--- src/rtl/div_result_queue_if.sv ---
// Handshake bundle between the upstream issuer, the fixed-latency divider outputs and the result consumer.
// DIV_RESULT_QUEUE_DBZ_EN adds the divisor input and the divide-by-zero flag.
interface div_result_queue_if #(
    parameter int DIVIDEND_WIDTH = 16,
    parameter int TAG_WIDTH      = 4,
    parameter int DEPTH          = 4
`ifdef DIV_RESULT_QUEUE_DBZ_EN
    ,
    parameter int DIVISOR_WIDTH  = 8
`endif
);
    logic                         issue_valid;
    logic                         issue_ready;
    logic [TAG_WIDTH-1:0]         issue_tag;
    logic [DIVIDEND_WIDTH-1:0]    div_quotient;
    logic [DIVIDEND_WIDTH-1:0]    div_remainder;
    logic                         out_valid;
    logic                         out_ready;
    logic [TAG_WIDTH-1:0]         out_tag;
    logic [DIVIDEND_WIDTH-1:0]    out_quotient;
    logic [DIVIDEND_WIDTH-1:0]    out_remainder;
    logic [$clog2(DEPTH+1)-1:0]   level;
`ifdef DIV_RESULT_QUEUE_DBZ_EN
    logic [DIVISOR_WIDTH-1:0]     issue_divisor;
    logic                         out_dbz;
`endif

    modport master (
        output issue_valid,
        input  issue_ready,
        output issue_tag,
        output div_quotient,
        output div_remainder,
        input  out_valid,
        output out_ready,
        input  out_tag,
        input  out_quotient,
        input  out_remainder,
`ifdef DIV_RESULT_QUEUE_DBZ_EN
        output issue_divisor,
        input  out_dbz,
`endif
        input  level
    );

    modport slave (
        input  issue_valid,
        output issue_ready,
        input  issue_tag,
        input  div_quotient,
        input  div_remainder,
        output out_valid,
        input  out_ready,
        output out_tag,
        output out_quotient,
        output out_remainder,
`ifdef DIV_RESULT_QUEUE_DBZ_EN
        input  issue_divisor,
        output out_dbz,
`endif
        output level
    );
endinterface

--- src/rtl/div_result_queue.sv ---
// Valid/tag delay line, result FIFO and issue credits behind a non-stallable pipelined divider.
// DIV_RESULT_QUEUE_DBZ_EN carries a divide-by-zero flag alongside each result.
module div_result_queue #(
    parameter int DIVIDEND_WIDTH = 16,
    parameter int DIVISOR_WIDTH  = 8,
    parameter int TAG_WIDTH      = 4,
    parameter int LATENCY        = 19,
    parameter int DEPTH          = 4
) (
    input  logic              clock,
    input  logic              reset_n,
    div_result_queue_if.slave bus
);
    localparam int CW = $clog2(DEPTH + 1);
    localparam int AW = $clog2(DEPTH);

    generate
        if (LATENCY != DIVIDEND_WIDTH + 3) begin : g_bad_latency
            $error("LATENCY must equal DIVIDEND_WIDTH+3");
        end
        if ((DEPTH < 2) || ((DEPTH & (DEPTH - 1)) != 0)) begin : g_bad_depth
            $error("DEPTH must be a power of two and at least 2");
        end
        if (DIVISOR_WIDTH < 1) begin : g_bad_divisor
            $error("DIVISOR_WIDTH must be at least 1");
        end
    endgenerate

    logic issue_ready;
    logic out_valid;
    logic accept;
    logic pop;
    logic capture;

    logic [CW-1:0]        credits_q, credits_d;
    logic [CW-1:0]        level_q, level_d;
    logic [AW-1:0]        wr_ptr_q, wr_ptr_d;
    logic [AW-1:0]        rd_ptr_q, rd_ptr_d;
    logic [LATENCY-1:0]   stage_valid_q, stage_valid_d;
    logic [TAG_WIDTH-1:0] stage_tag_q [LATENCY];
    logic [TAG_WIDTH-1:0] stage_tag_d [LATENCY];

    logic [TAG_WIDTH-1:0]      mem_tag [DEPTH];
    logic [DIVIDEND_WIDTH-1:0] mem_quo [DEPTH];
    logic [DIVIDEND_WIDTH-1:0] mem_rem [DEPTH];

    // Credits cover both in-flight and resident entries, so a capture always has a free slot.
    assign issue_ready = (credits_q != CW'(DEPTH));
    assign out_valid   = (level_q != '0);
    assign accept      = bus.issue_valid && issue_ready;
    assign pop         = out_valid && bus.out_ready;
    assign capture     = stage_valid_q[LATENCY-1];

    always_comb begin
        stage_valid_d  = {stage_valid_q[LATENCY-2:0], accept};
        stage_tag_d[0] = bus.issue_tag;
        for (int i = 1; i < LATENCY; i++) begin
            stage_tag_d[i] = stage_tag_q[i-1];
        end
    end

    always_comb begin
        credits_d = credits_q;
        level_d   = level_q;
        wr_ptr_d  = wr_ptr_q;
        rd_ptr_d  = rd_ptr_q;
        if (accept && !pop) begin
            credits_d = credits_q + CW'(1);
        end else if (!accept && pop) begin
            credits_d = credits_q - CW'(1);
        end
        if (capture && !pop) begin
            level_d = level_q + CW'(1);
        end else if (!capture && pop) begin
            level_d = level_q - CW'(1);
        end
        if (capture) begin
            wr_ptr_d = wr_ptr_q + AW'(1);
        end
        if (pop) begin
            rd_ptr_d = rd_ptr_q + AW'(1);
        end
    end

    always_ff @(posedge clock or negedge reset_n) begin
        if (!reset_n) begin
            stage_valid_q <= '0;
            credits_q     <= '0;
            level_q       <= '0;
            wr_ptr_q      <= '0;
            rd_ptr_q      <= '0;
        end else begin
            stage_valid_q <= stage_valid_d;
            credits_q     <= credits_d;
            level_q       <= level_d;
            wr_ptr_q      <= wr_ptr_d;
            rd_ptr_q      <= rd_ptr_d;
        end
    end

    // Tags and payload are qualified by the valid bits, so they need no reset.
    always_ff @(posedge clock) begin
        stage_tag_q <= stage_tag_d;
    end

    always_ff @(posedge clock) begin
        if (capture) begin
            mem_tag[wr_ptr_q] <= stage_tag_q[LATENCY-1];
            mem_quo[wr_ptr_q] <= bus.div_quotient;
            mem_rem[wr_ptr_q] <= bus.div_remainder;
        end
    end

    assign bus.issue_ready   = issue_ready;
    assign bus.out_valid     = out_valid;
    assign bus.level         = level_q;
    assign bus.out_tag       = out_valid ? mem_tag[rd_ptr_q] : '0;
    assign bus.out_quotient  = out_valid ? mem_quo[rd_ptr_q] : '0;
    assign bus.out_remainder = out_valid ? mem_rem[rd_ptr_q] : '0;

`ifdef DIV_RESULT_QUEUE_DBZ_EN
    logic               issue_dbz;
    logic [LATENCY-1:0] stage_dbz_q, stage_dbz_d;
    logic               mem_dbz [DEPTH];

    assign issue_dbz   = (bus.issue_divisor == '0);
    assign stage_dbz_d = {stage_dbz_q[LATENCY-2:0], issue_dbz};

    always_ff @(posedge clock) begin
        stage_dbz_q <= stage_dbz_d;
    end

    always_ff @(posedge clock) begin
        if (capture) begin
            mem_dbz[wr_ptr_q] <= stage_dbz_q[LATENCY-1];
        end
    end

    assign bus.out_dbz = out_valid ? mem_dbz[rd_ptr_q] : 1'b0;
`endif
endmodule

--- src/flat_wrapper.sv ---
// flat-port wrapper written by rule: the top's interface ports become plain ports
module div_result_queue_flat 
#(
    parameter int DIVIDEND_WIDTH = 16,
    parameter int DIVISOR_WIDTH  = 8,
    parameter int TAG_WIDTH      = 4,
    parameter int LATENCY        = 19,
    parameter int DEPTH          = 4
)
  (clock, reset_n, bus_issue_valid, bus_issue_ready, bus_issue_tag, bus_div_quotient, bus_div_remainder, bus_out_valid, bus_out_ready, bus_out_tag, bus_out_quotient, bus_out_remainder, bus_level);
  div_result_queue_if #(.DIVIDEND_WIDTH(DIVIDEND_WIDTH), .TAG_WIDTH(TAG_WIDTH), .DEPTH(DEPTH)) bus_i ();
  input  logic clock;
  input  logic reset_n;
  input wire logic [$bits(bus_i.issue_valid)-1:0] bus_issue_valid;
  output wire logic [$bits(bus_i.issue_ready)-1:0] bus_issue_ready;
  input wire logic [$bits(bus_i.issue_tag)-1:0] bus_issue_tag;
  input wire logic [$bits(bus_i.div_quotient)-1:0] bus_div_quotient;
  input wire logic [$bits(bus_i.div_remainder)-1:0] bus_div_remainder;
  output wire logic [$bits(bus_i.out_valid)-1:0] bus_out_valid;
  input wire logic [$bits(bus_i.out_ready)-1:0] bus_out_ready;
  output wire logic [$bits(bus_i.out_tag)-1:0] bus_out_tag;
  output wire logic [$bits(bus_i.out_quotient)-1:0] bus_out_quotient;
  output wire logic [$bits(bus_i.out_remainder)-1:0] bus_out_remainder;
  output wire logic [$bits(bus_i.level)-1:0] bus_level;
  assign bus_i.issue_valid = bus_issue_valid;
  assign bus_issue_ready = bus_i.issue_ready;
  assign bus_i.issue_tag = bus_issue_tag;
  assign bus_i.div_quotient = bus_div_quotient;
  assign bus_i.div_remainder = bus_div_remainder;
  assign bus_out_valid = bus_i.out_valid;
  assign bus_i.out_ready = bus_out_ready;
  assign bus_out_tag = bus_i.out_tag;
  assign bus_out_quotient = bus_i.out_quotient;
  assign bus_out_remainder = bus_i.out_remainder;
  assign bus_level = bus_i.level;
  div_result_queue #(.DIVIDEND_WIDTH(DIVIDEND_WIDTH), .DIVISOR_WIDTH(DIVISOR_WIDTH), .TAG_WIDTH(TAG_WIDTH), .LATENCY(LATENCY), .DEPTH(DEPTH)) u_core (.clock(clock), .reset_n(reset_n), .bus(bus_i));
endmodule
--- config.mk ---
export PLATFORM = sky130hd
export DESIGN_NAME = div_result_queue_flat
export DESIGN_NICKNAME = d
export VERILOG_FILES = /design/src/rtl/div_result_queue_if.sv /design/src/rtl/div_result_queue.sv /design/src/flat_wrapper.sv
export SDC_FILE = /design/constraint.sdc
export NUM_CORES = 1
export LEC_CHECK = 0
export ABC_AREA = 1
export BUFFER_PORTS_ARGS = -buffer_cell sky130_fd_sc_hd__buf_2
export CORE_MARGIN = 4
export CORE_UTILIZATION = 45
export CTS_BUF_LIST = sky130_fd_sc_hd__clkbuf_16
export DETAILED_ROUTE_END_ITERATION = 8
export HOLD_SLACK_MARGIN = 0.03
export SETUP_SLACK_MARGIN = 0.1
export SKIP_CTS_REPAIR_TIMING = 1
export SLEW_MARGIN = 20
export SYNTH_ARGS = -nofsm -noshare
export SYNTH_HDL_FRONTEND = slang
export SYNTH_SLANG_ARGS = --single-unit
--- constraint.sdc ---
create_clock -name clock -period 2.02 [get_ports clock]
set_input_delay 0.202 -clock clock [delete_from_list [all_inputs] [get_ports clock]]
set_output_delay 0.202 -clock clock [all_outputs]
set_load 0.01 [all_outputs]
After elaboration in Yosys (flattened, before gate mapping). Memory sizes are Yosys's and may differ from the RTL's. Cells that the tools add are included.

$add $sub $neg: 6. $mul: 0. Div/mod/pow operators: 0. Magnitude comparators: 0. Equal/unequal tests: 1. Shift operators: 0. Mux-type cells: 9. Bitwise gates (word level): 0. Reductions and logical operators: 12.

Operators with widths (number): 16-bit two-way mux (2); 3-bit two-way mux (4); 3-bit by 1-bit adder with 3-bit output, second input constant (2); 1-bit logical AND (6); 3-bit by 1-bit subtractor with 3-bit output, second input constant (2); 2-bit by 1-bit adder with 2-bit output, second input constant (2); 4-bit two-way mux (1); 2-bit nonzero test (2); 1-bit zero test (3); 3-bit inequality test, second input constant (1); 3-bit nonzero test (1); 1-bit two-way mux (2).

Register bits after elaboration: 105. Latch bits: 0. Memory bits (writable): 144. Memory bits (read-only): 0. Input port bits: 40. Output and inout bits: 41. Logic and storage cells: 55. Memories kept: 3.

Memory list: u_core.mem_quo (words 4, width 16, read ports 1, clocked after Yosys merged registers in 0, write ports 1, line div_result_queue.sv:44) `logic [DIVIDEND_WIDTH-1:0] mem_quo [DEPTH];`; u_core.mem_rem (words 4, width 16, read ports 1, clocked after Yosys merged registers in 0, write ports 1, line div_result_queue.sv:45) `logic [DIVIDEND_WIDTH-1:0] mem_rem [DEPTH];`; u_core.mem_tag (words 4, width 4, read ports 1, clocked after Yosys merged registers in 0, write ports 1, line div_result_queue.sv:43) `logic [TAG_WIDTH-1:0] mem_tag [DEPTH];`.

Depth between registers and ports, before layout.
Depth after elaboration: 6. Gate-level depth with buffers: 11.

Worst setup path after synthesis. Ideal clock, no wire load.

Path kind: register to register. From: register u_core.level_q[0] (netlist: u_core.bus.level[0]). To: register u_core.level_q[2] (netlist: u_core.bus.level[2]). Library setup time: 117 ps. Data arrival time: 1680 ps. Data required time: 1903 ps. Slack: 223 ps. Cell stages (with the launch flop): 11. Path buffers: 0. Path through: dfrtp_1 -> nor2_1 -> nand2_1 -> nand2_1 -> ha_1 -> inv_1 -> fa_1 -> nand2_1 -> nand3_1 -> nand2_1 -> nand2_1.

Cells in the longest elaborated chain, start to end: 5.

RTL lines: from (decl) (line div_result_queue.sv:36) `logic [CW-1:0] level_q, level_d;`; from (signal assigned) (line div_result_queue.sv:95) `level_q <= level_d;`; 3-bit nonzero test * (line div_result_queue.sv:49) `assign out_valid = (level_q != '0);`; via bus_out_valid (line flat_wrapper.sv:19) `output wire logic [$bits(bus_i.out_valid)-1:0] bus_out_valid;`; 1-bit logical AND * (line div_result_queue.sv:51) `assign pop = out_valid && bus.out_ready;`; 1-bit zero test (line div_result_queue.sv:72) `if (capture && !pop) begin`; 1-bit logical AND (line div_result_queue.sv:72); 3-bit two-way mux or 2-bit nonzero test (tied branches).

The timed path passes the listed nets; every way through them passes the cells marked *. The select of a mux whose other input is x is not followed. A chain may end at the register's enable or synchronous reset.

Worst setup path in the final report.
From: register u_core.rd_ptr_q[0]. To: output port bus_out_remainder[15].

Cells in the longest elaborated chain, start to end: 2.

RTL lines: from (decl) (line div_result_queue.sv:38) `logic [AW-1:0] rd_ptr_q, rd_ptr_d;`; from (signal assigned) (line div_result_queue.sv:97) `rd_ptr_q <= rd_ptr_d;`; memory read 4 x 16 bit; 16-bit two-way mux (line div_result_queue.sv:119) `assign bus.out_remainder = out_valid ? mem_rem[rd_ptr_q] : '0;`; to (decl) (line flat_wrapper.sv:23) `output wire logic [$bits(bus_i.out_remainder)-1:0] bus_out_remainder;`.

Every way passes these cells.

==> run summary <==
Worst min path class: input port to async pin
Setup Crit Path Kind: flip-flop to output pin
Delay of the slowest cell on the worst path: 0.45 ns
Post-synth top area share: 49.5%
CTS Buf Count: 24
Final worst slack: 0.0977 ns
Final Max Slew Viols: 0
ANT nets after route: 0
Most common cell after layout, fill and taps aside: nand2_1
Setup TNS: 0 ns
Clock Latency Late Sink: 0.50 ns
Area of the die: 21700 sq um
Starting Density: 46.2%
Synth-to-Final Area Change: 25.2%
Nets: 932
Max cap viols: 0
Final Setup Violations: 0
CTS max path bufs: 3
Initial antenna violation count: 0
Port bufs: 80
Sequential area share after synthesis: 75.2%
R2R Path Start: u_core.bus.level[0]$_DFFE_PN0P_
Number of synthesized register bits: 249
CTS root buffer: clkbuf_16
Critical path depth: 6
Clk_skew: 0.00508 ns
Synth top area cells: edfxtp_1 (49%), dfxtp_1 (17%), dfrtp_1 (8.3%)
ANT cells: 0
CP top delay family: flip-flops
Util after Layout: 57.9%
Final min period: 1.92 ns
Sw Share: 32.9%
R2R Path End: u_core.bus.level[2]$_DFFE_PN0P_
GRT overflow: 0
Post-route insts no fill: 1161
CTS tree: yes
Die X: 147 um
Layout cells sized above 1: 19.0%
First-pass GRT wire length: 25900 um
Slew margin rel.: 58.5%
Worst setup startpoint: u_core.rd_ptr_q[0]$_DFFE_PN0P_
Total Wirelength: 16900 um
Site Rows: 50
Crit end category: output pin
DR iter-0 viols: 217
WP data arrival: 1.72 ns
Hold Fails Final Rpt: 0
LEAKAGE: 4.91 nW
DRC viols: 0
Final HPWL DP: 9260 um
Clock transition at the registers of the reported paths: 0.06 ns
RD Place Congestion: 0.731
Sequential share of power: 40.7%
Total track usage: 14.9%
DP Area: 9460 sq um
Clock Power Share: 26.0%
# IOs: 81
Worst Tran Pin Value: 0.622 ns
Status: complete, no violations
Fmax: 520 MHz
Vias in the first global route: 5118
R2R depth: 10
Die Y: 147 um
R2r setup slk: 0.22 ns
Synth area leader: edfxtp_1
Distinct cells, synth: 22
Mapped cell area: 8740 sq um
Fill cells: 1575
DP Worst Slack: 0.140 ns
DR vias: 5334
Synthesized netlist cell count: 735
Startpoint class of the critical path: flip-flop
Final Cycle Share: 95.2%
Syn_nets: 783
Register area: 6580 sq um
Syn. warnings: 0
WL/cell: 14.5 um
First-pass DRT Iterations: 4
Comb pwr share: 33.3%
Most frequent cells in the layout: nand2_1 (167), inv_1 (160), edfxtp_1 (144)
Clock tree sinks: 249
Worst VDD drop: 0.894 mV
Req. time, crit path: 1.82 ns
RSZ-0062 raised after global routing: true
Cell area power density: 1480 nW/um^2
Switching power: 5.31 mW
Vias/cell: 4.59
Clock H-tree levels: 1
Final Cell Area: 10900 sq um
Syn avg cell area: 11.9 sq um
Worst path cell trace: inv_4 > buf_12 > nand2_1 > nand3_1 > a21oi_2 > buf_2
Crit-path max FO: 29
Pin count of the biggest net entering global routing: 39
Crit-path slowest cell: dfrtp_2
Area of the multi-input gates: 1470 sq um
Core Area: 18900 sq um
Buf/Inv on CP: 3
Placed insts: 1063
Pint: 10.8 mW
Setup crit end: bus_out_remainder[15]
[how the worst min path moves through the flow]
| stage | from | to | slack [ns] | cells past startpoint |
|---|---|---|---|---|
| floorplan | reset_n | u_core.bus.level[0]$_DFFE_PN0P_ | -0.09 | 0 |
| global placement | reset_n | u_core.stage_valid_q[1]$_DFF_PN0_ | 0.24 | 1 |
| detailed placement | reset_n | u_core.stage_valid_q[1]$_DFF_PN0_ | 0.26 | 1 |
| CTS | reset_n | u_core.stage_valid_q[1]$_DFF_PN0_ | -0.28 | 1 |
| global route | reset_n | u_core.stage_valid_q[5]$_DFF_PN0_ | 0.32 | 2 |
| finish | reset_n | u_core.stage_valid_q[1]$_DFF_PN0_ | 0.25 | 2 |
[metal layers]
layer | vias up | track usage, % | share of wire [%]
li1 | 2618 | - | -
met1 | 2573 | 19.1 | 44
met2 | 116 | 25.9 | 50
met3 | 27 | 2.81 | 4.1
met4 | 0 | 4.33 | 1.9
met5 | - | 0 | 0
[synthesized netlist by cell type (all sizes together)]
master,n
dfrtp,29
inv,161
nand3,75
nor2,2
o21ai,2
nand4,2
xor2,1
edfxtp,144
fa,2
a21boi,1
clkbuf,1
xnor2,3
nand2,169
ha,6
dfxtp,76
buf,25
a21oi,36
[power groups by stage]
stage | registers [mW] | logic [mW] | clock network, mW
3_5_place_dp | 6.67 | 4.60 | 0
5_1_grt | 6.65 | 5.93 | 4.53
6_report | 6.57 | 5.38 | 4.20
2_1_floorplan | 6.61 | 2.96 | 0
4_1_cts | 6.57 | 4.62 | 4.33
3_3_place_gp | 6.62 | 4.49 | 0
[through the flow]
step | power, mW | hold WS (ns)
global route | 17.1 | 0.320
global placement | 11.1 | 0.237
CTS | 15.5 | -0.280
floorplan | 9.56 | -0.0936
finish | 16.2 | 0.252
detailed placement | 11.3 | 0.258
[area by class of cell]
class                      instances  area share [%]
timing repair buffer             149            11.0
clock buffer                      26            5.95
sequential                       249            60.1
multi-input combinational        299            13.4
inverter                         161            5.64
tap                              260            2.98
clock inverter                    17           0.938
[registers in the layout (all words and copies together) (netlist names), 3 cells and up]
| register | flops |
|---|---|
| u_core.stage_tag_q | 4 |
| u_core.credits_q | 3 |
| u_core.mem_rem | 64 |
| u_core.stage_valid_q | 19 |
| u_core.mem_tag | 16 |
| u_core.stage_tag_d | 72 |
| u_core.bus.level | 3 |
| u_core.mem_quo | 64 |
[logic make-up (layout without fill, tap and decap cells)]
logic type	after synthesis	in the layout	share of synthesized area (%)
and+or+nand+nor	248	248	11.8
adders and majority gates	8	8	1.32
xor gates and xnor gates	4	4	0.401
buffers and inverters	187	353	9.01
DFF	249	249	75.2
AOI/OAI and AO/OA	39	39	2.26
Note: power is estimated with default switching activity, not from simulation.
